**config.mk**
```make
export PLATFORM = sky130hd
export DESIGN_NAME = spi_master_ram_ctrl_flat
export DESIGN_NICKNAME = d
export VERILOG_FILES = /design/src/rtl/spi_ram_pkg.sv /design/src/rtl/spi_master_ram_ctrl_if.sv /design/src/rtl/spi_sck_gen.sv /design/src/rtl/spi_master_ram_ctrl.sv /design/src/flat_wrapper.sv
export SDC_FILE = /design/constraint.sdc
export NUM_CORES = 1
export LEC_CHECK = 0
export BUFFER_PORTS_ARGS = -buffer_cell sky130_fd_sc_hd__buf_2
export CAP_MARGIN = 20
export CELL_PAD_IN_SITES_DETAIL_PLACEMENT = 0
export CELL_PAD_IN_SITES_GLOBAL_PLACEMENT = 1
export CORE_UTILIZATION = 42
export DETAILED_ROUTE_END_ITERATION = 8
export PLACE_DENSITY = 0.89
export SLEW_MARGIN = 10
export SYNTH_ARGS = -nofsm -noshare
export SYNTH_HDL_FRONTEND = slang
export SYNTH_HIERARCHICAL = 1
export SYNTH_SLANG_ARGS = --single-unit
```
**constraint.sdc**
```tcl
create_clock -name clk -period 3.6 [get_ports clk]
set_input_delay 0.72 -clock clk [delete_from_list [all_inputs] [get_ports clk]]
set_output_delay 0.72 -clock clk [all_outputs]
set_load 0.01 [all_outputs]
```
**src/rtl/spi_ram_pkg.sv**
```systemverilog
// Shared definitions for the SPI RAM link: command encodings, controller
// FSM states and frame geometry. The slave side imports the same package.
package spi_ram_pkg;

  localparam int CMD_W   = 2;
  localparam int FRAME_W = CMD_W + 8;

  typedef enum logic [1:0] {
    CMD_WR_ADDR = 2'b00,
    CMD_WR_DATA = 2'b01,
    CMD_RD_ADDR = 2'b10,
    CMD_RD_DATA = 2'b11
  } cmd_e;

  typedef enum logic [2:0] {
    ST_IDLE,
    ST_SETUP,
    ST_SHIFT,
    ST_GAP,
    ST_RD_SHIFT,
    ST_HOLD
  } state_e;

  // Data commands are only meaningful after the matching address command.
  function automatic logic cmd_allowed(cmd_e cmd, logic last_vld, cmd_e last_cmd);
    case (cmd)
      CMD_WR_DATA: return last_vld && (last_cmd == CMD_WR_ADDR || last_cmd == CMD_WR_DATA);
      CMD_RD_DATA: return last_vld && (last_cmd == CMD_RD_ADDR);
      default:     return 1'b1;
    endcase
  endfunction

endpackage

```
**src/rtl/spi_master_ram_ctrl_if.sv**
```systemverilog
// Host request/response handshake plus the four SPI pins of the RAM master.
// master = controller side, slave = host/bench side.
interface spi_master_ram_ctrl_if #(
  parameter int DATA_W = 8
);
  import spi_ram_pkg::*;

  logic              start;
  logic [CMD_W-1:0]  cmd;
  logic [DATA_W-1:0] din;
  logic              busy;
  logic              done;
  logic [DATA_W-1:0] rd_data;
  logic              rd_valid;
  logic              err;
  logic              SCK;
  logic              SS_n;
  logic              MOSI;
  logic              MISO;

  modport master (
    input  start, cmd, din, MISO,
    output busy, done, rd_data, rd_valid, err, SCK, SS_n, MOSI
  );

  modport slave (
    output start, cmd, din, MISO,
    input  busy, done, rd_data, rd_valid, err, SCK, SS_n, MOSI
  );

endinterface

```
**src/rtl/spi_sck_gen.sv**
```systemverilog
// SCK divider: one counter produces a tick every CLK_DIV cycles; SCK toggles on
// ticks while sck_en is high. rise_tick/fall_tick say which way SCK is about to go.
module spi_sck_gen #(
  parameter int CLK_DIV = 4
) (
  input  logic clk,
  input  logic rst,
  input  logic en,
  input  logic clr,
  input  logic sck_en,
  output logic sck,
  output logic tick,
  output logic rise_tick,
  output logic fall_tick
);
  localparam int CW = (CLK_DIV > 2) ? $clog2(CLK_DIV) : 1;

  logic [CW-1:0] cnt;

  assign tick      = en && (cnt == CW'(CLK_DIV - 1));
  assign rise_tick = tick && !sck;
  assign fall_tick = tick && sck;

  // NOTE: sequential state uses <= so every register samples pre-edge values.
  always_ff @(posedge clk) begin
    if (rst || clr) begin
      cnt <= '0;
      sck <= 1'b0;
    end else if (en) begin
      cnt <= tick ? '0 : cnt + 1'b1;
      if (tick && sck_en) sck <= ~sck;
    end
  end

endmodule

```
**src/rtl/spi_master_ram_ctrl.sv**
```systemverilog
// SPI master for the RAM subsystem: one {cmd,data} frame per start, plus read
// capture for cmd 11. Define SPI_MASTER_CMD_CHECK_EN to reject out-of-order commands.
module spi_master_ram_ctrl
  import spi_ram_pkg::*;
#(
  parameter int CLK_DIV = 4,
  parameter int RD_GAP  = 1,
  parameter int DATA_W  = 8
) (
  input logic                   clk,
  input logic                   rst,
  spi_master_ram_ctrl_if.master bus
);
  localparam int FRAME_LEN = CMD_W + DATA_W;
  localparam int CNT_W     = $clog2(FRAME_LEN + DATA_W + RD_GAP + 1);

  state_e               state;
  logic [FRAME_LEN-1:0] shreg;
  logic [DATA_W-1:0]    rx;
  logic [DATA_W-1:0]    rd_data_q;
  logic [CNT_W-1:0]     bit_cnt;
  logic [1:0]           hold_cnt;
  logic                 is_rd, busy_q, done_q, rd_valid_q, ss_n_q;
  logic                 sck, tick, rise_tick, fall_tick;
  logic                 div_en, div_clr, sck_en, accept_ok;

  assign div_en  = (state != ST_IDLE);
  assign div_clr = (state == ST_IDLE);
  assign sck_en  = state inside {ST_SETUP, ST_SHIFT, ST_GAP, ST_RD_SHIFT};

  spi_sck_gen #(.CLK_DIV(CLK_DIV)) u_sck_gen (
    .clk       (clk),
    .rst       (rst),
    .en        (div_en),
    .clr       (div_clr),
    .sck_en    (sck_en),
    .sck       (sck),
    .tick      (tick),
    .rise_tick (rise_tick),
    .fall_tick (fall_tick)
  );

`ifdef SPI_MASTER_CMD_CHECK_EN
  cmd_e last_cmd;
  logic last_vld;
  logic err_q;

  assign accept_ok = cmd_allowed(cmd_e'(bus.cmd), last_vld, last_cmd);
  assign bus.err   = err_q;

  always_ff @(posedge clk) begin
    if (rst) begin
      last_vld <= 1'b0;
      last_cmd <= CMD_WR_ADDR;
      err_q    <= 1'b0;
    end else begin
      err_q <= 1'b0;
      if (state == ST_IDLE && bus.start) begin
        if (accept_ok) begin
          last_vld <= 1'b1;
          last_cmd <= cmd_e'(bus.cmd);
        end else begin
          err_q <= 1'b1;
        end
      end
    end
  end
`else
  assign accept_ok = 1'b1;
  assign bus.err   = 1'b0;
`endif

  always_ff @(posedge clk) begin
    if (rst) begin
      state      <= ST_IDLE;
      shreg      <= '0;
      rx         <= '0;
      rd_data_q  <= '0;
      bit_cnt    <= '0;
      hold_cnt   <= '0;
      is_rd      <= 1'b0;
      busy_q     <= 1'b0;
      done_q     <= 1'b0;
      rd_valid_q <= 1'b0;
      ss_n_q     <= 1'b1;
    end else begin
      done_q     <= 1'b0;
      rd_valid_q <= 1'b0;
      case (state)
        ST_IDLE: begin
          if (bus.start && accept_ok) begin
            shreg   <= {bus.cmd, bus.din};
            is_rd   <= (bus.cmd == CMD_RD_DATA);
            bit_cnt <= '0;
            ss_n_q  <= 1'b0;
            busy_q  <= 1'b1;
            state   <= ST_SETUP;
          end
        end
        ST_SETUP: if (tick) state <= ST_SHIFT;
        ST_SHIFT: begin
          if (fall_tick) begin
            shreg <= {shreg[FRAME_LEN-2:0], 1'b0};
            if (bit_cnt == CNT_W'(FRAME_LEN - 1)) begin
              bit_cnt  <= '0;
              hold_cnt <= '0;
              state    <= !is_rd ? ST_HOLD : (RD_GAP > 0) ? ST_GAP : ST_RD_SHIFT;
            end else begin
              bit_cnt <= bit_cnt + 1'b1;
            end
          end
        end
        ST_GAP: begin
          if (fall_tick) begin
            if (bit_cnt == CNT_W'(RD_GAP - 1)) begin
              bit_cnt <= '0;
              state   <= ST_RD_SHIFT;
            end else begin
              bit_cnt <= bit_cnt + 1'b1;
            end
          end
        end
        ST_RD_SHIFT: begin
          if (rise_tick) rx <= {rx[DATA_W-2:0], bus.MISO};
          if (fall_tick) begin
            if (bit_cnt == CNT_W'(DATA_W - 1)) begin
              bit_cnt  <= '0;
              hold_cnt <= '0;
              state    <= ST_HOLD;
            end else begin
              bit_cnt <= bit_cnt + 1'b1;
            end
          end
        end
        ST_HOLD: begin
          // Tick 1 ends the last low half-period and releases SS_n, so SS_n is
          // already high for CLK_DIV cycles when a back-to-back start arrives.
          if (hold_cnt == 2'd2) begin
            busy_q <= 1'b0;
            done_q <= 1'b1;
            if (is_rd) begin
              rd_data_q  <= rx;
              rd_valid_q <= 1'b1;
            end
            state <= ST_IDLE;
          end else if (tick) begin
            hold_cnt <= hold_cnt + 1'b1;
            if (hold_cnt == 2'd0) ss_n_q <= 1'b1;
          end
        end
        default: state <= ST_IDLE;
      endcase
    end
  end

  assign bus.busy     = busy_q;
  assign bus.done     = done_q;
  assign bus.rd_data  = rd_data_q;
  assign bus.rd_valid = rd_valid_q;
  assign bus.SCK      = sck;
  assign bus.SS_n     = ss_n_q;
  assign bus.MOSI     = shreg[FRAME_LEN-1];

endmodule

```
**src/flat_wrapper.sv**
```systemverilog
// flat-port wrapper written by rule: the top's interface ports become plain ports
module spi_master_ram_ctrl_flat import spi_ram_pkg::*;
#(
  parameter int CLK_DIV = 4,
  parameter int RD_GAP  = 1,
  parameter int DATA_W  = 8
)
  (clk, rst, bus_start, bus_cmd, bus_din, bus_MISO, bus_busy, bus_done, bus_rd_data, bus_rd_valid, bus_err, bus_SCK, bus_SS_n, bus_MOSI);
  spi_master_ram_ctrl_if #(.DATA_W(DATA_W)) bus_i ();
  input logic clk;
  input logic rst;
  input wire logic [$bits(bus_i.start)-1:0] bus_start;
  input wire logic [$bits(bus_i.cmd)-1:0] bus_cmd;
  input wire logic [$bits(bus_i.din)-1:0] bus_din;
  input wire logic [$bits(bus_i.MISO)-1:0] bus_MISO;
  output wire logic [$bits(bus_i.busy)-1:0] bus_busy;
  output wire logic [$bits(bus_i.done)-1:0] bus_done;
  output wire logic [$bits(bus_i.rd_data)-1:0] bus_rd_data;
  output wire logic [$bits(bus_i.rd_valid)-1:0] bus_rd_valid;
  output wire logic [$bits(bus_i.err)-1:0] bus_err;
  output wire logic [$bits(bus_i.SCK)-1:0] bus_SCK;
  output wire logic [$bits(bus_i.SS_n)-1:0] bus_SS_n;
  output wire logic [$bits(bus_i.MOSI)-1:0] bus_MOSI;
  assign bus_i.start = bus_start;
  assign bus_i.cmd = bus_cmd;
  assign bus_i.din = bus_din;
  assign bus_i.MISO = bus_MISO;
  assign bus_busy = bus_i.busy;
  assign bus_done = bus_i.done;
  assign bus_rd_data = bus_i.rd_data;
  assign bus_rd_valid = bus_i.rd_valid;
  assign bus_err = bus_i.err;
  assign bus_SCK = bus_i.SCK;
  assign bus_SS_n = bus_i.SS_n;
  assign bus_MOSI = bus_i.MOSI;
  spi_master_ram_ctrl #(.CLK_DIV(CLK_DIV), .RD_GAP(RD_GAP), .DATA_W(DATA_W)) u_core (.clk(clk), .rst(rst), .bus(bus_i));
endmodule
```
==> reports/qor.yml <==
layout:
  area_growth_pct: 12.7
  final_common_cell: "dfxtp_1"
  final_nets: 292
  diodes: 0
  drive_above_1_share: 0.165
  final_cell_mix: "dfxtp_1, nor2_1, buf_2"
  finalInstanceArea_sq_mm: 0.00242
synth:
  ys_types: 43
  synth_edf_count: 0
  synth_flop_cell: "dfxtp_1"
  seq_area_frac_synth: 0.410
  syn-instance-count: 251
  netlist_area_sq_mm: 0.00215
  async_flop_share: 0
  postSynthAreaPerCell_sq_um: 8.55
  yosysWarnings: 6
  ys_ff_latch: 44
  synth_fp_nets: 271
sta:
  slew_headroom: 0.493
  fin_tns_setup_ns: 0
  setup_violations: 0
  hold_viol_final: 0
  rsz0062_at_grt: "no"
  min_period_over_period: 0.779
  maxSlewViolCount: 0
  post-route-min-period_ns: 2.81
  hold_ws_ns: 0.467
  tightest_slew_ns: 0.760
  timing.fmax_mhz: 357
  fin_skew_ns: 0.00690
global_route:
  gr-total-overflow: 0
  first_global_vias: 1566
  antenna_found_initial: 0
  grt_max_degree: 30
  grtUsageTotal: 0.165
  grt_pass1_wl_microns: 6980
route:
  via_per_inst: 5.22
  top_layer_used: "met4"
  first_pass_iters: 4
  ant_nets: 0
  dr_wl_met2_microns: 1980
  wl_microns: 4140
  wl_met3_microns: 137
  drc: 0
  via_count: 1776
  drtIter0Drc: 72
  drt-wirelength-per-cell_microns: 12.2
  wl_met1_microns: 1980
worst_setup_path:
  path_max_fanout: 21
  cp_data_arrival_time_ns: 2.98
  required_ns: 3.77
  start_kind: "flip-flop"
  end_kind: "flip-flop"
  path_class: "reg -> reg"
clock_tree:
  cts_resized: 0
  cts_made_buffers: 5
  clkLatencyLatePin_ns: 0.30
  path_clk_slew_ns: 0.09
  post_cts_buffers: 0
  cts_tree: "yes"
  postCtsHoldBufs: 0
  cts_buffer_depth: 2
  htreeDepth: 2
  root_buffer: "clkbuf_8"
  cts_sinks: 44
placement:
  port_buffers: 27
  gp_congestion: 0.806
  placed_area_sq_mm: 0.00230
  dp_hpwl_microns: 2870
floorplanning:
  die_x_microns: 73.5
  start_util: 0.446
  coreArea_sq_mm: 0.00482
  io_pins: 29
  die_height_microns: 73.5
  rows: 25
  dieArea_sq_mm: 0.00540
power:
  p_leak_nw: 1.03
  power_density_mw_per_mm2: 505
  vdd.ir_drop.worst_mv: 0.241
flow_run:
  maxCapViolations: 0
worst_hold_path:
  min_path_type: "reg -> reg"
status:
  status: "finished, final reports clean"
## area by class of cell
class / instances / area [sq um]
tap: 67 / 83.8
sequential: 44 / 881
fill: 499 / 2400
multi-input combinational: 184 / 1160
timing repair buffer: 29 / 150
inverter: 8 / 30.0
clock buffer: 5 / 68.8
clock inverter: 3 / 46.3
## layer usage
metal | vias to the layer above | GRT usage
li1 | 919 | -
met1 | 824 | 0.214
met2 | 29 | 0.271
met3 | 4 | 0.0370
met4 | 0 | 0.0534
met5 | - | 0
## cells in the mapped netlist, drive strengths merged (2+ instances only)
library cell   n  share of area
dfxtp         44           0.41
nor2          36          0.063
a21oi         26          0.062
nand2         25          0.044
mux2i         19          0.089
buf            8          0.023
inv            8          0.014
nand3          8          0.019
clkbuf         7          0.012
ha             6          0.035
o21ai          5          0.013
nand2b         4          0.012
nand3b         4          0.014
nor2b          4          0.012
nor3           4         0.0093
nor4b          4          0.019
o211ai         4          0.014
a22oi          3          0.013
a31oi          3         0.0087
and3           3         0.0087
mux2           3          0.016
nor3b          3          0.010
nor4bb         3          0.014
a211o          2         0.0082
o31ai          2         0.0070
or3b           2         0.0082
or4            2         0.0070
## cell families after synthesis
| group | after synthesis | share of synthesized area |
|---|---|---|
| AO/OA/AOI/OAI | 50 | 0.150 |
| XOR/XNOR | 1 | 0.00408 |
| adder cells (fa/ha/maj) | 6 | 0.0350 |
| buffers and inverters | 23 | 0.0495 |
| flip-flops | 44 | 0.410 |
| multiplexers | 22 | 0.104 |
| other | 1 | 0.00175 |
| AND/OR/NAND/NOR | 104 | 0.245 |
## flip-flops by register name (all words and copies together), names as in the netlist
| register | flops |
|---|---|
| u_core/shreg | 10 |
| u_core/bus.rd_data | 8 |
| u_core/rx | 8 |
| u_core/bit_cnt | 5 |
| u_core/state | 3 |
| u_core/hold_cnt | 2 |
| u_core/u_sck_gen/cnt | 2 |
| u_core/bus.SS_n | 1 |
| u_core/bus.busy | 1 |
| u_core/bus.done | 1 |
| u_core/bus.rd_valid | 1 |
| u_core/is_rd | 1 |
| u_core/u_sck_gen/sck | 1 |
## through the flow
| stage | total power [mW] | cells | util | setup WS [ns] |
|---|---|---|---|---|
| 5_1_grt | 1.29 | 340 | 0.502 | 0.536 |
| 2_1_floorplan | 0.786 | 251 | - | 1.07 |
| 3_5_place_dp | 0.846 | 332 | 0.478 | 0.819 |
| 3_3_place_gp | 0.840 | 332 | 0.478 | 0.926 |
| 6_report | 1.22 | 340 | 0.502 | 0.795 |
| 4_1_cts | 1.23 | 340 | 0.502 | 0.809 |
## power breakdown
group	internal (mW)	switching [mW]	total, mW
Clock	0.209	0.178	0.387
Sequential	0.523	0.0297	0.553
Combinational	0.110	0.171	0.281
## worst paths after layout
path | endpoint | slack [ns] | startpoint | cells past startpoint
setup / recovery | u_core/state[0]$_SDFFE_PP0P_ | 0.79 | u_core/state[2]$_SDFFE_PP0P_ | 8
hold / removal | u_core/rx[7]$_SDFFE_PP0P_ | 0.47 | u_core/rx[7]$_SDFFE_PP0P_ | 2
setup reg to reg | u_core/state[0]$_SDFFE_PP0P_ | 0.79 | u_core/state[2]$_SDFFE_PP0P_ | 8
hold reg to reg | u_core/rx[7]$_SDFFE_PP0P_ | 0.47 | u_core/rx[7]$_SDFFE_PP0P_ | 2
## worst max-delay path: stages (launching register included)
cell	delay (ns)
dfxtp_1	0.73
nor3_1	0.22
inv_1	0.21
and3_1	0.34
nor3b_1	0.08
or4_1	0.58
nand2b_1	0.23
o211ai_1	0.19
o31ai_1	0.10
No activity file was read; power rests on OpenSTA's default activity.
